<file path="src/rtl/board_ctrl_pkg.sv">
// Shared encodings and helpers for the tic-tac-toe board controller.
// Cell, winner and state codes plus the win-line table live here.
package board_ctrl_pkg;

    typedef logic [1:0] cell_t;
    typedef cell_t [8:0] board_t;

    localparam cell_t CELL_EMPTY = 2'd0;
    localparam cell_t CELL_P1    = 2'd1;
    localparam cell_t CELL_P2    = 2'd2;

    localparam logic [1:0] WIN_NONE = 2'd0;
    localparam logic [1:0] WIN_P1   = 2'd1;
    localparam logic [1:0] WIN_P2   = 2'd2;
    localparam logic [1:0] WIN_DRAW = 2'd3;

    localparam logic [1:0] S_PLAY  = 2'd0;
    localparam logic [1:0] S_CHECK = 2'd1;
    localparam logic [1:0] S_OVER  = 2'd2;

    localparam logic [2:0] DEF_EMPTY_COLOR  = 3'b111;
    localparam logic [2:0] DEF_P1_COLOR     = 3'b100;
    localparam logic [2:0] DEF_P2_COLOR     = 3'b001;
    localparam logic [2:0] DEF_CURSOR_COLOR = 3'b010;

    typedef enum logic [2:0] {
        ACT_NONE,
        ACT_PLACE,
        ACT_UP,
        ACT_DOWN,
        ACT_LEFT,
        ACT_RIGHT
    } act_t;

    typedef struct packed {
        logic [3:0] a;
        logic [3:0] b;
        logic [3:0] c;
    } line_t;

    // Cell indices of the 8 winning lines (rows, cols, diagonals).
    function automatic line_t win_line(input logic [2:0] i);
        line_t l;
        unique case (i)
            3'd0: l = '{4'd0, 4'd1, 4'd2};
            3'd1: l = '{4'd3, 4'd4, 4'd5};
            3'd2: l = '{4'd6, 4'd7, 4'd8};
            3'd3: l = '{4'd0, 4'd3, 4'd6};
            3'd4: l = '{4'd1, 4'd4, 4'd7};
            3'd5: l = '{4'd2, 4'd5, 4'd8};
            3'd6: l = '{4'd0, 4'd4, 4'd8};
            3'd7: l = '{4'd2, 4'd4, 4'd6};
        endcase
        return l;
    endfunction

    // True when mark m fills any complete line of board b.
    function automatic logic owns_line(input board_t b, input cell_t m);
        logic  hit;
        line_t l;
        hit = 1'b0;
        for (int i = 0; i < 8; i++) begin
            l = win_line(3'(i));
            if (b[l.a] == m && b[l.b] == m && b[l.c] == m)
                hit = 1'b1;
        end
        return hit;
    endfunction

endpackage

</file>
<file path="src/rtl/board_ctrl_btn_edge.sv">
// Rising-edge detector for one synchronised button level.
// Pulse is high for the single cycle where level=1 and last level=0.
module board_ctrl_btn_edge (
    input  logic clk,
    input  logic rst,
    input  logic level,
    output logic pulse
);

    logic prev;

    // Remember the previous level to spot 0->1 transitions.
    always_ff @(posedge clk) begin
        if (rst)
            prev <= 1'b0;
        else
            prev <= level;
    end

    assign pulse = level & ~prev;

endmodule

</file>
<file path="src/rtl/board_ctrl.sv">
// Tic-tac-toe game-state engine: cursor, marks, turns, win/draw.
// Drives nine registered cell colours for the grid display stage.
module board_ctrl
    import board_ctrl_pkg::*;
#(
    parameter int unsigned BLINK_CYCLES = 25000000,
    parameter logic [2:0]  EMPTY_COLOR  = DEF_EMPTY_COLOR,
    parameter logic [2:0]  P1_COLOR     = DEF_P1_COLOR,
    parameter logic [2:0]  P2_COLOR     = DEF_P2_COLOR,
    parameter logic [2:0]  CURSOR_COLOR = DEF_CURSOR_COLOR
) (
    input  logic       clk,
    input  logic       rst,
    input  logic       btn_up,
    input  logic       btn_down,
    input  logic       btn_left,
    input  logic       btn_right,
    input  logic       btn_place,
    output logic [2:0] A1_color,
    output logic [2:0] A2_color,
    output logic [2:0] A3_color,
    output logic [2:0] B1_color,
    output logic [2:0] B2_color,
    output logic [2:0] B3_color,
    output logic [2:0] C1_color,
    output logic [2:0] C2_color,
    output logic [2:0] C3_color,
    output logic       turn,
    output logic [1:0] winner,
    output logic       game_over
);

    localparam int unsigned CW =
        (BLINK_CYCLES > 1) ? $clog2(BLINK_CYCLES) : 1;
    localparam logic [CW-1:0] BLINK_LAST = CW'(BLINK_CYCLES - 1);

    logic          up_edge;
    logic          down_edge;
    logic          left_edge;
    logic          right_edge;
    logic          place_edge;
    act_t          act;
    logic [1:0]    state;
    board_t        board;
    logic [1:0]    row;
    logic [1:0]    col;
    logic [3:0]    cur_idx;
    logic [3:0]    move_count;
    cell_t         mover;
    logic [CW-1:0] blink_cnt;
    logic          phase;
    logic          show_cursor;
    logic [8:0][2:0] color_d;
    logic [8:0][2:0] color_q;

    board_ctrl_btn_edge u_up (
        .clk(clk), .rst(rst), .level(btn_up), .pulse(up_edge)
    );
    board_ctrl_btn_edge u_down (
        .clk(clk), .rst(rst), .level(btn_down), .pulse(down_edge)
    );
    board_ctrl_btn_edge u_left (
        .clk(clk), .rst(rst), .level(btn_left), .pulse(left_edge)
    );
    board_ctrl_btn_edge u_right (
        .clk(clk), .rst(rst), .level(btn_right), .pulse(right_edge)
    );
    board_ctrl_btn_edge u_place (
        .clk(clk), .rst(rst), .level(btn_place), .pulse(place_edge)
    );

    assign cur_idx = {2'b00, row} * 4'd3 + {2'b00, col};
    assign mover   = turn ? CELL_P2 : CELL_P1;

    // Resolve simultaneous edges to one action: place > up > down > left > right.
    always_comb begin
        act = ACT_NONE;
        if (place_edge)
            act = ACT_PLACE;
        else if (up_edge)
            act = ACT_UP;
        else if (down_edge)
            act = ACT_DOWN;
        else if (left_edge)
            act = ACT_LEFT;
        else if (right_edge)
            act = ACT_RIGHT;
    end

    // Game FSM: cursor moves, mark placement, line check, restart.
    always_ff @(posedge clk) begin
        if (rst) begin
            state      <= S_PLAY;
            board      <= '0;
            row        <= 2'd0;
            col        <= 2'd0;
            turn       <= 1'b0;
            winner     <= WIN_NONE;
            move_count <= 4'd0;
        end else begin
            unique case (state)
                S_PLAY: begin
                    case (act)
                        ACT_UP:
                            row <= (row == 2'd0) ? 2'd2 : row - 2'd1;
                        ACT_DOWN:
                            row <= (row == 2'd2) ? 2'd0 : row + 2'd1;
                        ACT_LEFT:
                            col <= (col == 2'd0) ? 2'd2 : col - 2'd1;
                        ACT_RIGHT:
                            col <= (col == 2'd2) ? 2'd0 : col + 2'd1;
                        ACT_PLACE: begin
                            if (board[cur_idx] == CELL_EMPTY) begin
                                board[cur_idx] <= mover;
                                if (move_count != 4'd9)
                                    move_count <= move_count + 4'd1;
                                state <= S_CHECK;
                            end
                        end
                        default: ;
                    endcase
                end
                S_CHECK: begin
                    if (owns_line(board, mover)) begin
                        winner <= turn ? WIN_P2 : WIN_P1;
                        state  <= S_OVER;
                    end else if (move_count == 4'd9) begin
                        winner <= WIN_DRAW;
                        state  <= S_OVER;
                    end else begin
                        turn  <= ~turn;
                        state <= S_PLAY;
                    end
                end
                S_OVER: begin
                    if (act == ACT_PLACE) begin
                        board      <= '0;
                        move_count <= 4'd0;
                        turn       <= 1'b0;
                        winner     <= WIN_NONE;
                        row        <= 2'd0;
                        col        <= 2'd0;
                        state      <= S_PLAY;
                    end
                end
                default: state <= S_PLAY;
            endcase
        end
    end

    // Free-running blink timer; phase flips once per half-period.
    always_ff @(posedge clk) begin
        if (rst) begin
            blink_cnt <= '0;
            phase     <= 1'b0;
        end else if (blink_cnt == BLINK_LAST) begin
            blink_cnt <= '0;
            phase     <= ~phase;
        end else begin
            blink_cnt <= blink_cnt + 1'b1;
        end
    end

    function automatic logic [2:0] cell_color(input cell_t c);
        logic [2:0] rgb;
        case (c)
            CELL_P1: rgb = P1_COLOR;
            CELL_P2: rgb = P2_COLOR;
            default: rgb = EMPTY_COLOR;
        endcase
        return rgb;
    endfunction

    assign show_cursor = phase && (state != S_OVER);

    // Map board contents to colours, overlaying the blinking cursor.
    always_comb begin
        color_d = '0;
        for (int i = 0; i < 9; i++) begin
            color_d[i] = cell_color(board[i]);
            if (show_cursor && cur_idx == 4'(i))
                color_d[i] = CURSOR_COLOR;
        end
    end

    // Register the colours so the display sees glitch-free values.
    always_ff @(posedge clk) begin
        if (rst) begin
            for (int i = 0; i < 9; i++)
                color_q[i] <= EMPTY_COLOR;
        end else begin
            color_q <= color_d;
        end
    end

    assign A1_color  = color_q[0];
    assign A2_color  = color_q[1];
    assign A3_color  = color_q[2];
    assign B1_color  = color_q[3];
    assign B2_color  = color_q[4];
    assign B3_color  = color_q[5];
    assign C1_color  = color_q[6];
    assign C2_color  = color_q[7];
    assign C3_color  = color_q[8];
    assign game_over = (state == S_OVER);

endmodule
</file>
<file path="config.mk">
export PLATFORM = sky130hd
export DESIGN_NAME = board_ctrl
export DESIGN_NICKNAME = d
export VERILOG_FILES = /design/src/rtl/board_ctrl_pkg.sv /design/src/rtl/board_ctrl_btn_edge.sv /design/src/rtl/board_ctrl.sv
export SDC_FILE = /design/constraint.sdc
export NUM_CORES = 1
export LEC_CHECK = 0
export BUFFER_PORTS_ARGS = -buffer_cell sky130_fd_sc_hd__buf_4
export CORE_ASPECT_RATIO = 1.4
export CORE_UTILIZATION = 39
export DETAILED_ROUTE_END_ITERATION = 6
export PLACE_DENSITY_LB_ADDON = 0.08
export RECOVER_POWER = 50
export SLEW_MARGIN = 20
export SYNTH_ARGS = -nofsm -noshare
export SYNTH_HDL_FRONTEND = slang
export SYNTH_SLANG_ARGS = --single-unit
</file>
<file path="constraint.sdc">
create_clock -name clk -period 4 [get_ports clk]
set_input_delay 1.2 -clock clk [delete_from_list [all_inputs] [get_ports clk]]
set_output_delay 1.2 -clock clk [all_outputs]
set_load 0.005 [all_outputs]
</file>
### Yosys cells after proc, flatten, opt, wreduce, memory -nomap -nowiden

Cells that the tools add are included.

* register bits: 89
* output and inout bits: 31
* input port bits: 7

* bitwise gates (word level): 12
* add/subtract/negate cells: 7
* multiplexer cells: 133
* multiply operators: 1
* $lt $le $gt $ge: 26
* equality and inequality tests: 72
* reductions and logical operators: 51

Operators by type and width (number)
* $bmux 2 s4: 25
* $mux 12: 16
* $lt 4x5->1 const B: 25
* $mux 2: 38
* $mux 18: 3
* $pmux 3 s2: 9
* $eq 2x2->1: 24
* $mux 3: 14
* $pmux 18 s2: 1
* $logic_and 1x1->1: 27
* $add 25x1->25 const B: 1
* $eq 25x25->1 const B: 1
* $eq 2x2->1 const B: 12
* $eq 2x1->1 const B: 10
* $pmux 2 s2: 5
* $reduce_or 2->1: 10
* $bwmux 18: 1
* $eq 4x3->1 const B: 4
* $mux 4: 4
* $mux 1: 13
* $ne 2x2->1 const B: 6
* $reduce_and 3->1: 4
* $demux 2 s4: 1
* $eq 4x2->1 const B: 2
* 25 further kinds: 46

### Longest topological paths before layout

* word-level depth: 20
* gate-level depth with buffers: 9
* mapped depth without buffers: 8

### Hierarchy

A second synthesis with hierarchy kept.

* cell total of the unflattened synthesis: 503
* area total of the unflattened synthesis: 4546.9 µm²

Modules (own cells, without submodules)
* board_ctrl: instances 1, seq. area each 1681.6 µm², cells each 488, area each 4309.1 µm²
* board_ctrl_btn_edge: instances 5, seq. area each 20.0 µm², cells each 3, area each 47.5 µm²

### Worst setup path after synthesis

No wires, ideal clock.

* path kind: register -> register
* start: register row[1]
* end: register board[1] in the netlist's numbering
* arrival: 2.908 ns
* setup time: 0.092 ns
* stages on the path, launching flop included: 10
* slack: 0.999 ns
* buffers on the path: 1
* path through: dfxtp_1 > fa_1 > ha_1 > fa_1 > or3_1 > a211oi_2 > nor2_2 > or3_1 > buf_2 > o32ai_1

* longest elaborated chain between the ends: 10
* elaborated cells on any way between the ends: 16
* those cells by class: add/sub: 1; mul: 1; order compare: 2; eq/ne: 1; mux: 8; reduce/logical: 3

RTL lines
* start: declaration: line board_ctrl.sv:45 `logic [1:0] row;`
* start signal: assignment: line board_ctrl.sv:105 `row <= (row == 2'd0) ? 2'd2 : row - 2'd1;`
* start signal: assignment: line board_ctrl.sv:107 `row <= (row == 2'd2) ? 2'd0 : row + 2'd1;`
* $mul 2x2->4 (*): line board_ctrl.sv:72 `assign cur_idx = {2'b00, row} * 4'd3 + {2'b00, col};`
* $add 4x2->4 (*): line board_ctrl.sv:72
* $lt 4x5->1 (not written as such) or $ge 4x1->1 (tied branches): line board_ctrl.sv:114 `board[cur_idx] <= mover;`
* $logic_and 1x1->1 (not written as such): line board_ctrl.sv:114
* $mux 2 (not written as such): line board_ctrl.sv:114
* $demux 2 s4: line board_ctrl.sv:114
* $bwmux 18: line board_ctrl.sv:114
* $mux 18: line board_ctrl.sv:113 `if (board[cur_idx] == CELL_EMPTY) begin`
* $mux 18: line board_ctrl.sv:103 `case (act)`
* $pmux 18 s2: line board_ctrl.sv:101 `unique case (state)`
* end signal: indexed assignment: line board_ctrl.sv:114
* end: declaration: line board_ctrl.sv:44 `board_t board;`

Every way passes the cells marked *; elsewhere a longest branch is shown, timed or not. The select of a mux whose other input is x is not followed.
A chain may end at the register's enable or synchronous reset.

### Worst setup path in the final report

* start: register row[1]
* end: register board[11] in the netlist's numbering

The elaborated chain is that of the path after synthesis.

==> results.py <==
metrics = {
    "floorplan": {
        "floorplan.initialDensity": 0.405,
        "coreArea_mm2": 0.0109,
        "ioPinCount": 38,
        "die_h_um": 128,
        "row_count": 45,
        "fp.dieW_um": 92.1,
        "die_area_mm2": 0.0118,
    },
    "cells_and_area": {
        "largest_reg_flops": 25,
        "area_delta_synth_final_pct": 14.6,
        "nets": 569,
        "layout-drive-gt1-share": 0.144,
        "fill_cells": 1106,
        "seq_area_mm2": 0.00178,
        "multi_input_area_mm2": 0.00242,
        "fin_cells": 674,
        "largest_register": "blink_cnt",
        "reg.largest.list": "blink_cnt (25), board (18), move_count (4)",
        "diodes": 0,
        "design_area_mm2": 0.00508,
    },
    "clocking": {
        "cts_tree": "done",
        "cts_resized": 0,
        "clk_pin_slew_ns": 0.07,
        "htree_levels": 3,
        "clock_latency_ns": 0.36,
        "cts_buffers": 9,
        "cts_root_buffer": "clkbuf_16",
        "cts_setup_buffers": 0,
        "hold_buffers": 0,
        "cts.sink_count": 89,
        "clockBufferDepth": 2,
    },
    "global_route": {
        "grt_overflow": 0,
        "grt_pass1_vias": 3565,
        "grt_max_degree": 54,
        "grt_pass1_wl_um": 17300,
        "track_usage": 0.188,
        "antenna_found_initial": 0,
    },
    "synth": {
        "yosys_warnings": 0,
        "syn_area_mm2": 0.00443,
        "syn_inst": 496,
        "synth_seq_area_share": 0.402,
        "synth_top_area_frac": 0.402,
        "synth.area.top_cells": "dfxtp_1, ha_1, nor2_1",
        "synthArstFlopShare": 0,
        "yosys_register_bits": 89,
        "synth_edf_count": 0,
        "synth_top_area_cell": "dfxtp_1",
        "synth_fp_nets": 537,
        "ys_types": 61,
        "ys.flop_type": "dfxtp_1",
        "avgSynthCellArea_um2": 8.93,
    },
    "drt": {
        "drt_iter0_markers": 139,
        "dr.pass1.iters": 4,
        "routed_wl_um": 10200,
        "detail-route-antenna-nets": 0,
        "wire_per_inst_um": 15.1,
        "vias": 3560,
        "vias_per_cell": 5.28,
        "drc": 0,
    },
    "run": {
        "max_cap_violations": 0,
    },
    "power": {
        "power_leakage_nw": 1.89,
        "seq_power_share": 0.451,
        "p_clk_frac": 0.359,
        "power.share.switching": 0.306,
        "peakVddDrop_v": 0.000229,
        "combPwrFrac": 0.190,
        "intPower_w": 0.00153,
        "power_w": 0.00220,
        "powerDensity_mw_per_mm2": 434,
        "p_switching_w": 0.000674,
    },
    "timing": {
        "rsz0062_at_grt": "no",
        "max-slew-margin-rel": 0.291,
        "period_share": 0.843,
        "setup_violations": 0,
        "tightest_slew_ns": 1.06,
        "fin_setup_tns_ns": 0,
        "drv_slew": 0,
        "timing.final.crit_period_ns": 3.37,
        "finalHoldViolations": 0,
        "whs_ns": 0.471,
        "timing.fmax_mhz": 297,
        "clock_skew_ns": 0.00830,
    },
    "critical_path": {
        "cp-end-kind": "register",
        "reg2reg_from": "row[1]$_SDFFE_PP0P_",
        "rrSetupSlack_ns": 0.63,
        "startpoint_type": "register",
        "crit_path_max_fanout": 9,
        "cp_data_arrival_time_ns": 3.63,
        "ff2ff_path_depth": 8,
        "worstPathRequired_ns": 4.26,
        "path_class": "reg -> reg",
        "r2r_end": "board[11]$_SDFFE_PP0P_",
    },
    "placement": {
        "port_buffers": 37,
        "place_area_mm2": 0.00481,
        "place_inst": 658,
        "routabilityCongestion": 0.799,
        "dp_hpwl_um": 7340,
    },
    "hold_path": {
        "hold_end": "winner[1]$_SDFFE_PP0P_",
        "hold_start": "winner[1]$_SDFFE_PP0P_",
        "min_path_type": "reg -> reg",
        "hold_depth": 2,
    },
    "outcome": {
        "status": "finished clean",
    },
}
==> area by class of cell <==
type                            instances  share of cell area
Clock inverter                          6             0.00838
Sequential cell                        89               0.351
Tap cell                              141              0.0348
Multi-Input combinational cell        352               0.477
Inverter                               37              0.0274
Timing Repair Buffer                   39              0.0564
Clock buffer                           10              0.0451
==> worst max-delay path by stage <==
stage | depth (start not counted) | slack (ns) | endpoint | from
floorplan | 9 | 1.0 | board[1]$_SDFFE_PP0P_ | row[1]$_SDFFE_PP0P_
global placement | 8 | 0.75 | board[1]$_SDFFE_PP0P_ | row[1]$_SDFFE_PP0P_
detailed placement | 8 | 0.63 | board[11]$_SDFFE_PP0P_ | row[1]$_SDFFE_PP0P_
CTS | 8 | 0.62 | board[11]$_SDFFE_PP0P_ | row[1]$_SDFFE_PP0P_
global route | 8 | 0.44 | board[11]$_SDFFE_PP0P_ | row[1]$_SDFFE_PP0P_
finish | 8 | 0.63 | board[11]$_SDFFE_PP0P_ | row[1]$_SDFFE_PP0P_
==> stage by stage <==
step | setup slack (ns) | util
6_report | 0.628 | 0.465
3_3_place_gp | 0.748 | 0.440
2_1_floorplan | 0.999 | -
5_1_grt | 0.437 | 0.465
3_5_place_dp | 0.634 | 0.440
4_1_cts | 0.624 | 0.465
==> layer usage <==
metal	global-route usage	wire length, um	part of all wire	vias to the layer above
li1	-	-	-	1799
met1	0.202	4210	0.41	1688
met2	0.350	5420	0.53	53
met3	0.0326	248	0.024	20
met4	0.0910	276	0.027	0
met5	0	0	0	-
==> cells in the final DEF (no fill, tap or decap), drive strengths merged, types with 17 or more instances in the layout <==
cell type  Yosys  final
clkbuf        12     41
dfxtp         89     89
ha            32     32
inv           36     38
nand2         26     26
nand3         22     22
nor2          60     60
nor2b         17     17
o21ai         24     24
o32ai         19     19
==> worst max-delay path, stage by stage, from the launching register on <==
cell and delay (ns):
dfxtp_1 0.42, fa_1 0.46, ha_1 0.22, fa_1 0.56
or3_1 0.40, a211oi_2 0.29, nor2_2 0.14, or3_1 0.58
o32ai_1 0.20
==> cells by family after synthesis <==
group | synth area share
mux | 0.0192
buf+inv | 0.0509
simple gates | 0.231
compound gates | 0.149
fa+ha+maj | 0.0995
flops | 0.402
xor+xnor | 0.0475
==> power by group through the flow <==
stage | clock network (W) | logic (W) | registers, W
after floorplan | 0 | 0.000313 | 0.000993
after global placement | 0 | 0.000414 | 0.00101
after detailed placement | 0 | 0.000420 | 0.00102
after CTS | 0.000813 | 0.000423 | 0.000995
after global routing | 0.000847 | 0.000470 | 0.00100
final | 0.000791 | 0.000418 | 0.000995
==> cell usage after synthesis (3+ instances only) <==
| cell | instances |
|---|---|
| and3_1 | 6 |
| a22oi_1 | 6 |
| a21oi_1 | 11 |
| and3b_1 | 5 |
| a21boi_0 | 5 |
| nor3b_1 | 3 |
| a21boi_1 | 6 |
| ha_1 | 32 |
| o21ai_0 | 23 |
| nand4_1 | 7 |
| xor2_1 | 14 |
| and2_1 | 3 |
| xnor2_1 | 10 |
| inv_1 | 35 |
| o32ai_1 | 19 |
| dfxtp_1 | 89 |
| clkbuf_1 | 12 |
| and4_1 | 3 |
| nand2b_1 | 6 |
| nor3_1 | 7 |
| nor2_1 | 59 |
| or2_2 | 9 |
| nand2_1 | 26 |
| or3_1 | 12 |
| nor2b_1 | 17 |
| nor4_1 | 3 |
| mux2i_1 | 4 |
| nand3_1 | 21 |
| buf_2 | 3 |
No activity file was read; power rests on OpenSTA's default activity.
